## config.mk

```make
export PLATFORM = sky130hd
export DESIGN_NAME = maxpool_writer_3ch
export DESIGN_NICKNAME = d
export VERILOG_FILES = /design/src/rtl/maxpool_writer_3ch_pkg.sv /design/src/rtl/maxpool_lane.sv /design/src/rtl/maxpool_writer_3ch.sv
export SDC_FILE = /design/constraint.sdc
export NUM_CORES = 1
export LEC_CHECK = 0
export BUFFER_PORTS_ARGS = -buffer_cell sky130_fd_sc_hd__buf_4
export CORE_ASPECT_RATIO = 1.2
export CORE_MARGIN = 2
export CORE_UTILIZATION = 28
export DETAILED_ROUTE_END_ITERATION = 6
export PLACE_DENSITY = 0.43
export SLEW_MARGIN = 20
export SYNTH_ARGS = -nofsm -noshare
export SYNTH_HDL_FRONTEND = slang
export SYNTH_SLANG_ARGS = --single-unit
```

## constraint.sdc

```tcl
create_clock -name clk -period 11.7 [get_ports clk]
set_input_delay 3.51 -clock clk [delete_from_list [all_inputs] [get_ports clk]]
set_output_delay 3.51 -clock clk [all_outputs]
set_load 0.01 [all_outputs]
```

## src/rtl/maxpool_writer_3ch_pkg.sv

```systemverilog
// Shared constants, FSM state type and the signed max helper for the 3-channel max-pool writer.
package maxpool_writer_3ch_pkg;

   localparam int N_C        = 26;
   localparam int N_R        = 26;
   localparam int DATA_W     = 8;
   localparam int ADDR_W     = 10;
   localparam int PLANE_SIZE = (N_C / 2) * (N_R / 2);
   localparam int CNT_W      = 5;
   localparam int LB_W       = $clog2(N_C / 2);

   typedef enum logic [1:0] {
      IDLE = 2'd0,
      RUN  = 2'd1,
      FIN  = 2'd2,
      DONE = 2'd3
   } state_e;

   // Two's-complement maximum of two samples.
   function automatic logic signed [DATA_W-1:0] smax(input logic signed [DATA_W-1:0] a,
                                                      input logic signed [DATA_W-1:0] b);
      return (a > b) ? a : b;
   endfunction

endpackage

```

## src/rtl/maxpool_lane.sv

```systemverilog
// One channel of the 2x2 pooling datapath: pair register, half-width line buffer and signed compares.
// The window result is combinational; the top captures it on the odd-row/odd-col beat.
module maxpool_lane
   import maxpool_writer_3ch_pkg::*;
(
   input  logic                     clk_i,
   input  logic                     rst_i,
   input  logic                     accept_i,
   input  logic                     col_odd_i,
   input  logic                     row_odd_i,
   input  logic [LB_W-1:0]          lb_idx_i,
   input  logic signed [DATA_W-1:0] sample_i,
   output logic signed [DATA_W-1:0] result_o
);

   logic signed [DATA_W-1:0] p_q;
   logic signed [DATA_W-1:0] lb_q [N_C/2];
   logic signed [DATA_W-1:0] pair_max;

   assign pair_max = smax(p_q, sample_i);
   assign result_o = smax(lb_q[lb_idx_i], pair_max);

   // Hold even-column samples; park even-row pair maxima in the line buffer.
   always_ff @(posedge clk_i) begin
      if (rst_i) begin
         p_q <= '0;
         for (int i = 0; i < N_C/2; i++) lb_q[i] <= '0;
      end else if (accept_i) begin
         if (!col_odd_i) p_q <= sample_i;
         else if (!row_odd_i) lb_q[lb_idx_i] <= pair_max;
      end
   end

endmodule

```

## src/rtl/maxpool_writer_3ch.sv

```systemverilog
// Streaming 2x2/stride-2 max-pool for three channels, producing pooled-memory write beats.
// Handshake: a pixel is accepted on any cycle where the FSM is in RUN and in_valid=1; there is
// no backpressure, so the producer simply holds in_valid low to stall.
module maxpool_writer_3ch
   import maxpool_writer_3ch_pkg::*;
(
   input  logic                     clk,
   input  logic                     rst,
   input  logic                     start,
   input  logic                     in_valid,
   input  logic signed [DATA_W-1:0] data_in1,
   input  logic signed [DATA_W-1:0] data_in2,
   input  logic signed [DATA_W-1:0] data_in3,
   output logic                     wen,
   output logic [ADDR_W-1:0]        wadd1,
   output logic [ADDR_W-1:0]        wadd2,
   output logic [ADDR_W-1:0]        wadd3,
   output logic signed [DATA_W-1:0] data_out1,
   output logic signed [DATA_W-1:0] data_out2,
   output logic signed [DATA_W-1:0] data_out3,
   output logic                     busy,
   output logic                     done
);

   localparam logic [CNT_W-1:0]  COL_LAST = CNT_W'(N_C - 1);
   localparam logic [CNT_W-1:0]  ROW_LAST = CNT_W'(N_R - 1);
   localparam logic [ADDR_W-1:0] PLANE_1  = ADDR_W'(PLANE_SIZE);
   localparam logic [ADDR_W-1:0] PLANE_2  = ADDR_W'(2 * PLANE_SIZE);

   state_e              state_q, state_d;
   logic [CNT_W-1:0]    col_q, col_d, row_q, row_d;
   logic [ADDR_W-1:0]   wcnt_q, wcnt_d;
   logic                wen_q;
   logic [ADDR_W-1:0]   wadd1_q, wadd2_q, wadd3_q;
   logic signed [DATA_W-1:0] dout1_q, dout2_q, dout3_q;
   logic signed [DATA_W-1:0] res1, res2, res3;
   logic                accept, last_px, wr_fire;

   assign accept  = (state_q == RUN) && in_valid;
   assign last_px = (row_q == ROW_LAST) && (col_q == COL_LAST);
   assign wr_fire = accept && row_q[0] && col_q[0];

   // FSM state register.
   always_ff @(posedge clk) begin
      if (rst) state_q <= IDLE;
      else     state_q <= state_d;
   end

   // FSM next state: start only matters in IDLE, so starts in RUN or DONE are dropped.
   always_comb begin
      state_d = state_q;
      case (state_q)
         IDLE:    if (start) state_d = RUN;
         RUN:     if (accept && last_px) state_d = FIN;
         FIN:     state_d = DONE;
         DONE:    state_d = IDLE;
         default: state_d = IDLE;
      endcase
   end

   // Raster counters and running write address; all cleared when a frame starts.
   always_comb begin
      col_d  = col_q;
      row_d  = row_q;
      wcnt_d = wcnt_q;
      if (state_q == IDLE && start) begin
         col_d  = '0;
         row_d  = '0;
         wcnt_d = '0;
      end else if (accept) begin
         if (col_q == COL_LAST) begin
            col_d = '0;
            row_d = row_q + 1'b1;
         end else begin
            col_d = col_q + 1'b1;
         end
         if (wr_fire) wcnt_d = wcnt_q + 1'b1;
      end
   end

   // Counter registers.
   always_ff @(posedge clk) begin
      if (rst) begin
         col_q  <= '0;
         row_q  <= '0;
         wcnt_q <= '0;
      end else begin
         col_q  <= col_d;
         row_q  <= row_d;
         wcnt_q <= wcnt_d;
      end
   end

   maxpool_lane u_lane1 (
      .clk_i(clk), .rst_i(rst), .accept_i(accept), .col_odd_i(col_q[0]), .row_odd_i(row_q[0]),
      .lb_idx_i(col_q[CNT_W-1:1]), .sample_i(data_in1), .result_o(res1)
   );
   maxpool_lane u_lane2 (
      .clk_i(clk), .rst_i(rst), .accept_i(accept), .col_odd_i(col_q[0]), .row_odd_i(row_q[0]),
      .lb_idx_i(col_q[CNT_W-1:1]), .sample_i(data_in2), .result_o(res2)
   );
   maxpool_lane u_lane3 (
      .clk_i(clk), .rst_i(rst), .accept_i(accept), .col_odd_i(col_q[0]), .row_odd_i(row_q[0]),
      .lb_idx_i(col_q[CNT_W-1:1]), .sample_i(data_in3), .result_o(res3)
   );

   // Write port: one-cycle strobe after each completed window; address/data hold between writes.
   always_ff @(posedge clk) begin
      if (rst) begin
         wen_q   <= 1'b0;
         wadd1_q <= '0;
         wadd2_q <= '0;
         wadd3_q <= '0;
         dout1_q <= '0;
         dout2_q <= '0;
         dout3_q <= '0;
      end else begin
         wen_q <= wr_fire;
         if (wr_fire) begin
            wadd1_q <= wcnt_q;
            wadd2_q <= wcnt_q + PLANE_1;
            wadd3_q <= wcnt_q + PLANE_2;
            dout1_q <= res1;
            dout2_q <= res2;
            dout3_q <= res3;
         end
      end
   end

   assign wen       = wen_q;
   assign wadd1     = wadd1_q;
   assign wadd2     = wadd2_q;
   assign wadd3     = wadd3_q;
   assign data_out1 = dout1_q;
   assign data_out2 = dout2_q;
   assign data_out3 = dout3_q;
   assign busy      = (state_q == RUN);
   assign done      = (state_q == DONE);

endmodule

```

======== Yosys cells after proc, flatten, opt, wreduce, memory -nomap -nowiden ========
Memories as Yosys holds them, arrays and structs flattened. A register that Yosys moved wholly into a read port is not among the register bits.
Index checks and enable logic that the tools add are counted.
operators by class
  add/subtract/negate cells ............... 5
  $lt $le $gt $ge ......................... 6
  equal/unequal tests ..................... 7
  muxes and demuxes ....................... 32
  bitwise logic cells ..................... 1
  reductions and logical operators ........ 15
operators by type and width
  cell                                                                     number
  8-bit 2-to-1 mux                                                         9
  8-bit > comparator                                                       6
  4-bit 2-to-1 mux                                                         9
  8-bit OR reduction                                                       3
  10-bit by 1-bit adder with 10-bit output, second input constant          1
  10-bit by 8-bit adder with 10-bit output, second input constant          1
  10-bit by 9-bit adder with 10-bit output, second input constant          1
  5-bit by 1-bit adder with 5-bit output, second input constant            2
  5-bit equality test, second input constant                               2
  1-bit 2-to-1 mux                                                         10
  2-bit one-hot mux with 4 select lines                                    1
  2-bit AND reduction                                                      4
  1-bit logical AND                                                        6
  5-bit 2-to-1 mux                                                         1
  2-bit equality test, second input constant                               2
  2-bit 2-to-1 mux                                                         2
  2-bit by 1-bit equality test with 1-bit output, second input constant    1
  2-bit logical NOT                                                        1
  2-bit by 1-bit inequality test with 1-bit output, second input constant  1
  2-bit inequality test, second input constant                             1
  2-bit OR reduction                                                       1
  1-bit inverter                                                           1
storage, ports and cells
  flip-flop bits (word level) ............. 101
  RAM bits ................................ 312
  input bits .............................. 28
  logic and storage cells ................. 83
  memories ................................ 3
memories
  memory        depth  width  rd ports  clocked after Yosys merged registers in  wr ports  line                source
  u_lane1.lb_q  13     8      1         1                                        13        maxpool_lane.sv:17  logic signed [DATA_W-1:0] lb_q [N_C/2];
  u_lane2.lb_q  13     8      1         1                                        13        maxpool_lane.sv:17
  u_lane3.lb_q  13     8      1         1                                        13        maxpool_lane.sv:17

======== Logic depth before layout (Yosys ltp) ========
  depth after elaboration ................. 7
  gate-level depth with buffers ........... 18
  mapped depth without buffers ............ 15

======== Hierarchy ========
A second synthesis with hierarchy kept.
second synthesis, totals
  cells, all modules ...................... 1750
  area total of the unflattened synthesis .. 22709.3 µm²
by module, submodules not included
  module                  instances  cells each  area each (µm²)
  maxpool_lane (u_lane3)  1          448         6470.0
  maxpool_lane (u_lane1)  1          452         6468.7
  maxpool_lane (u_lane2)  1          450         6462.4
  maxpool_writer_3ch      1          400         3308.2

======== Least setup slack after synthesis ========
No wires, ideal clock.
  path kind ............................... input to register
  from .................................... input port data_in1[1]
  to ...................................... register dout1_q[1] (netlist: data_out1[1])
  setup time .............................. 0.132 ns
  data arrival time ....................... 6.952 ns
  slack ................................... 4.615 ns
  cell stages on the path ................. 16
  buffers on the path ..................... 1
  cells stage by stage .................... inv_1 -> ha_1 -> nor2b_1 -> o211ai_1 -> a21oi_1 -> o221ai_2 -> mux2i_1 -> clkbuf_1 -> inv_2 -> ha_1 -> and4_1 -> a41oi_1 -> o221ai_1 -> a21oi_1 -> nand2b_1 -> o21ai_1
on the way
  cells in the longest elaborated chain, start to end .. 4
ends and longest elaborated chain
  item                           line                          source
  start: declaration             maxpool_writer_3ch.sv:11      input logic signed [DATA_W-1:0] data_in1,
  8-bit > comparator             maxpool_writer_3ch_pkg.sv:22  return (a > b) ? a : b;
  8-bit 2-to-1 mux               maxpool_writer_3ch_pkg.sv:22
  named net u_lane1.pair_max[0]  maxpool_lane.sv:18            logic signed [DATA_W-1:0] pair_max;
  8-bit > comparator             maxpool_writer_3ch_pkg.sv:22
  8-bit 2-to-1 mux               maxpool_writer_3ch_pkg.sv:22
  end signal: assignment         maxpool_writer_3ch.sv:123     dout1_q <= res1;
  end: declaration               maxpool_writer_3ch.sv:35      logic signed [DATA_W-1:0] dout1_q, dout2_q, dout3_q;
The timed path passes the listed nets, and every way through them passes these cells.
A chain may end at the register's enable or synchronous reset.

======== Worst setup path after layout ========
  from .................................... input port data_in1[1]
  to ...................................... register dout1_q[4] (netlist: data_out1[4])
The elaborated chain is that of the path after synthesis.

==> summary.txt <==
Timing
  • Worst slew margin: between 30% and 40%
  • Share of the cycle needed by the critical path after routing: between 50 and 60%
  • Worst slew pin tran: 951.6 ps
  • Layout Skew: 14.62 ps
  • Fin. max-slew vios: 0
  • Max Fclk: 145.0 MHz
  • Final hold violation count: 0
  • Final Critical Period: 6898 ps
  • RSZ-0062 raised after global routing: no
  • # setup viols final: 0
  • Setup total negative slack: 0 ps

Clock tree
  • CTS Buf Count: 52
  • CTS resizes: 0
  • # hold bufs at CTS: 0
  • Root Driver: clkbuf_16
  • CTS Buffer Depth: 3
  • CTS tree: built
  • TritonCTS Sinks: 488
  • Clock latency on the worst-skew pair: 590 ps
  • Postcts setup bufs: 0
  • H-tree Lvls: 2
  • Clock transition at path regs: 60 ps

Finish
  • Share of layout cells above drive strength 1: 22.59%
  • Nets: 1787
  • Number of filler instances in the final layout: roughly 7500
  • Syn-to-layout area delta: 16.64%
  • Antenna diodes: 0
  • Post-layout util: 33.07%
  • Finished Layout Cells: 2757

Route
  • # DRC: 0
  • Remaining antenna violation count: 0
  • Vias per inst: just under 5
  • Via count: 13380
  • Drt wl/cell: 23.18 um
  • 1st-iter DRT viols: 965
  • Pre-Repair DR Iteration Count: 6
  • Total Wirelength: ~64000 um

Logic synthesis
  • Post-synthesis sequential area ratio: 62.74%
  • Area leader, netlist: edfxtp_1
  • Cell Area, Synth: 0.02170 mm^2
  • Top-area cell type share of the netlist area: 53.14%
  • Post-synth ARST share: 0%
  • Synth cell types: 54
  • Synth Register Bits: 488
  • Post-synth EDFFs: roughly 380
  • Syn Nets: 1706
  • Mapped Avg Cell Area: 13.40 um^2
  • Yosys warnings: 0
  • Post-synthesis instance total: about 1600
  • Main synth FF type: edfxtp_1
  • Synth top area cells: edfxtp_1 (53%), mux4_2 (12%), dfxtp_1 (9.6%), nor2_1 (6.0%), ha_1 (3.4%)

Floorplanning
  • Die area: 0.07974 mm^2
  • Core area: around 0.077 mm^2
  • Die width: 258.1 um
  • I/O Pins: 85
  • Row count: ~110
  • Vert. Die Dim: 308.9 um
  • Starting Density: roughly 28%

Place
  • HPWL Detailed: 38690 um
  • IO Port Bufs: 84
  • DP Cell Count: 2662
  • Routability Congestion: 0.7867

Critical path
  • CP endpoint kind: flop
  • Crit path cell chain: buf_4 > inv_1 > ha_1 > nor2b_1 > o211ai_1 > a21oi_1 > o221ai_2 > mux2i_1 > buf_4 > inv_2 > ha_1 > and4_1 > a41oi_1 > o221ai_1 > a21oi_1 > nand2b_1 > o21ai_1
  • CP max stage delay: roughly 560 ps
  • Critical Path RT: between 10000 and 15000 ps
  • Critical Path Source: data_in1[1]
  • CP max-delay cell: o221ai_2
  • Crit-path leading delay family: compound AO/OA/AOI/OAI gates
  • Crit Path Class: in -> reg
  • Startpoint Class: input port
  • Arrival @ worst endpoint: 7360 ps
  • Worst path buffer plus inverter count: 4
  • Worst Path Max Fanout: 15

Min path
  • Hold Path Origin: wadd3[8]$_SDFFE_PP0P_
  • Worst Hold Class: reg -> reg

Global routing
  • GRT Max-Usage Layer: met2
  • Number of global-route vias before repair: 14040
  • M2 GR Usage: roughly 28%
  • First-pass GRT wire length: 94920 um
  • Initial antenna violation count: 1
  • Met1 global-route usage: around a fifth
  • Gr usage total: 16.23%
  • Largest net degree at the start of global routing: 65
  • Congestion Overflow GR: 0
  • M3 GR Usage: 2.770%

Run
  • Max Cap Viol: 0

Power and ir drop
  • PwrDens: 169.5 mW/mm^2
  • VDD IR max: 0.1302 mV
  • Final Power: 0.004290 W
  • Leak Pwr: 8.717 nW

Run status
  • Status: finished clean
[cells in the final DEF, fill, tap and decap left out, types with 23 or more instances in the layout]
cell type  count
nor2_1       345
a21oi_1       73
ha_1          59
buf_4        142
clkinv_1      23
edfxtp_1     384
mux4_2       119
clkbuf_16     54
inv_2         25
nand2_1      126
inv_1         38
dfxtp_1      101
[registers in the layout, indices dropped and copies added, names as in the netlist, 9 cells and up, named ones only]
register	count
u_lane1.lb_q	128
u_lane2.lb_q	128
u_lane3.lb_q	128
wadd1	10
wadd2	10
wadd3	9
wcnt_q	10
[power by group]
part	total (W)	internal, W	switching, W	leakage (nW)
Clock	0.00168	0.000987	0.000689	0.830
Combinational	0.000634	0.000238	0.000397	3.25
Sequential	0.00198	0.00194	0.0000394	4.64
[layout make-up]
class,count,area [um^2],share of cell area (%)
flip-flops and latches,488,13620,53.82
multi-input cells,945,7355,29.06
clock buffers,65,1423,5.621
well taps,1017,1272,5.028
repair buffers,143,1094,4.321
clock inverters,29,281.5,1.112
inverters,70,262.8,1.038
[tightest hold or removal path, cell delays in order (launching register included)]
cell,delay [ps]
dfxtp_1,310
nand2_1,50
a21oi_1,50
[path summary, 6_finish.rpt]
path	cells after the start	end	slack, ps
worst min register to register	2	wadd3[8]$_SDFFE_PP0P_	450
worst min-delay path	2	wadd3[8]$_SDFFE_PP0P_	450
worst max register to register	9	data_out1[4]$_SDFFE_PP0P_	7000
worst max-delay path	17	data_out1[4]$_SDFFE_PP0P_	4800
[cell families (layout without fill, tap and decap cells)]
family / after synthesis / in the layout / synth area share, %
mux: 149 / 149 / 14.17
buf+inv: 186 / 307 / 3.673
compound gates: 154 / 154 / 4.394
xor+xnor: 25 / 25 / 1.009
fa+ha+maj: 59 / 59 / 3.402
simple gates: 558 / 558 / 10.62
flops: 488 / 488 / 62.74
[metrics by stage]
step | setup slack [ps] | area [um^2] | hold slack [ps]
6_report | 4802 | 25310 | 453.4
5_1_grt | 4511 | 25310 | 481.4
4_1_cts | 4862 | 25280 | 457.5
3_5_place_dp | 4236 | 23570 | 447.8
3_3_place_gp | 4315 | 23570 | 445.4
2_1_floorplan | 4616 | 21700 | 448.7
[Yosys cell counts, types with 3 or more instances]
library cell  number
edfxtp_1         384
nor2_1           349
nand2_1          129
mux4_2           119
dfxtp_1          104
a21oi_1           73
clkbuf_1          73
ha_1              59
inv_1             38
buf_2             31
inv_2             25
mux2i_1           20
o21ai_1           19
nand2b_1          18
nand4_1           16
xnor2_1           13
xor2_1            12
nand3_1           11
nor2b_1           10
o221ai_1           9
a211oi_1           8
a22oi_1            8
a32oi_1            8
clkinv_1           7
mux2i_4            7
o21ai_0            7
buf_6              6
o211ai_1           6
and4_1             4
buf_1              4
nor3_1             4
a21o_1             3
and2_1             3
o21a_1             3
or3_1              3
[per-layer routing]
layer / share of wire, % / vias to the layer above
met2: 50 / 292
met3: 4.5 / 70
met4: 1.9 / 0
met5: 0 / -
li1: - / 6044
met1: 43 / 6977
No activity file was read; power rests on OpenSTA's default activity.
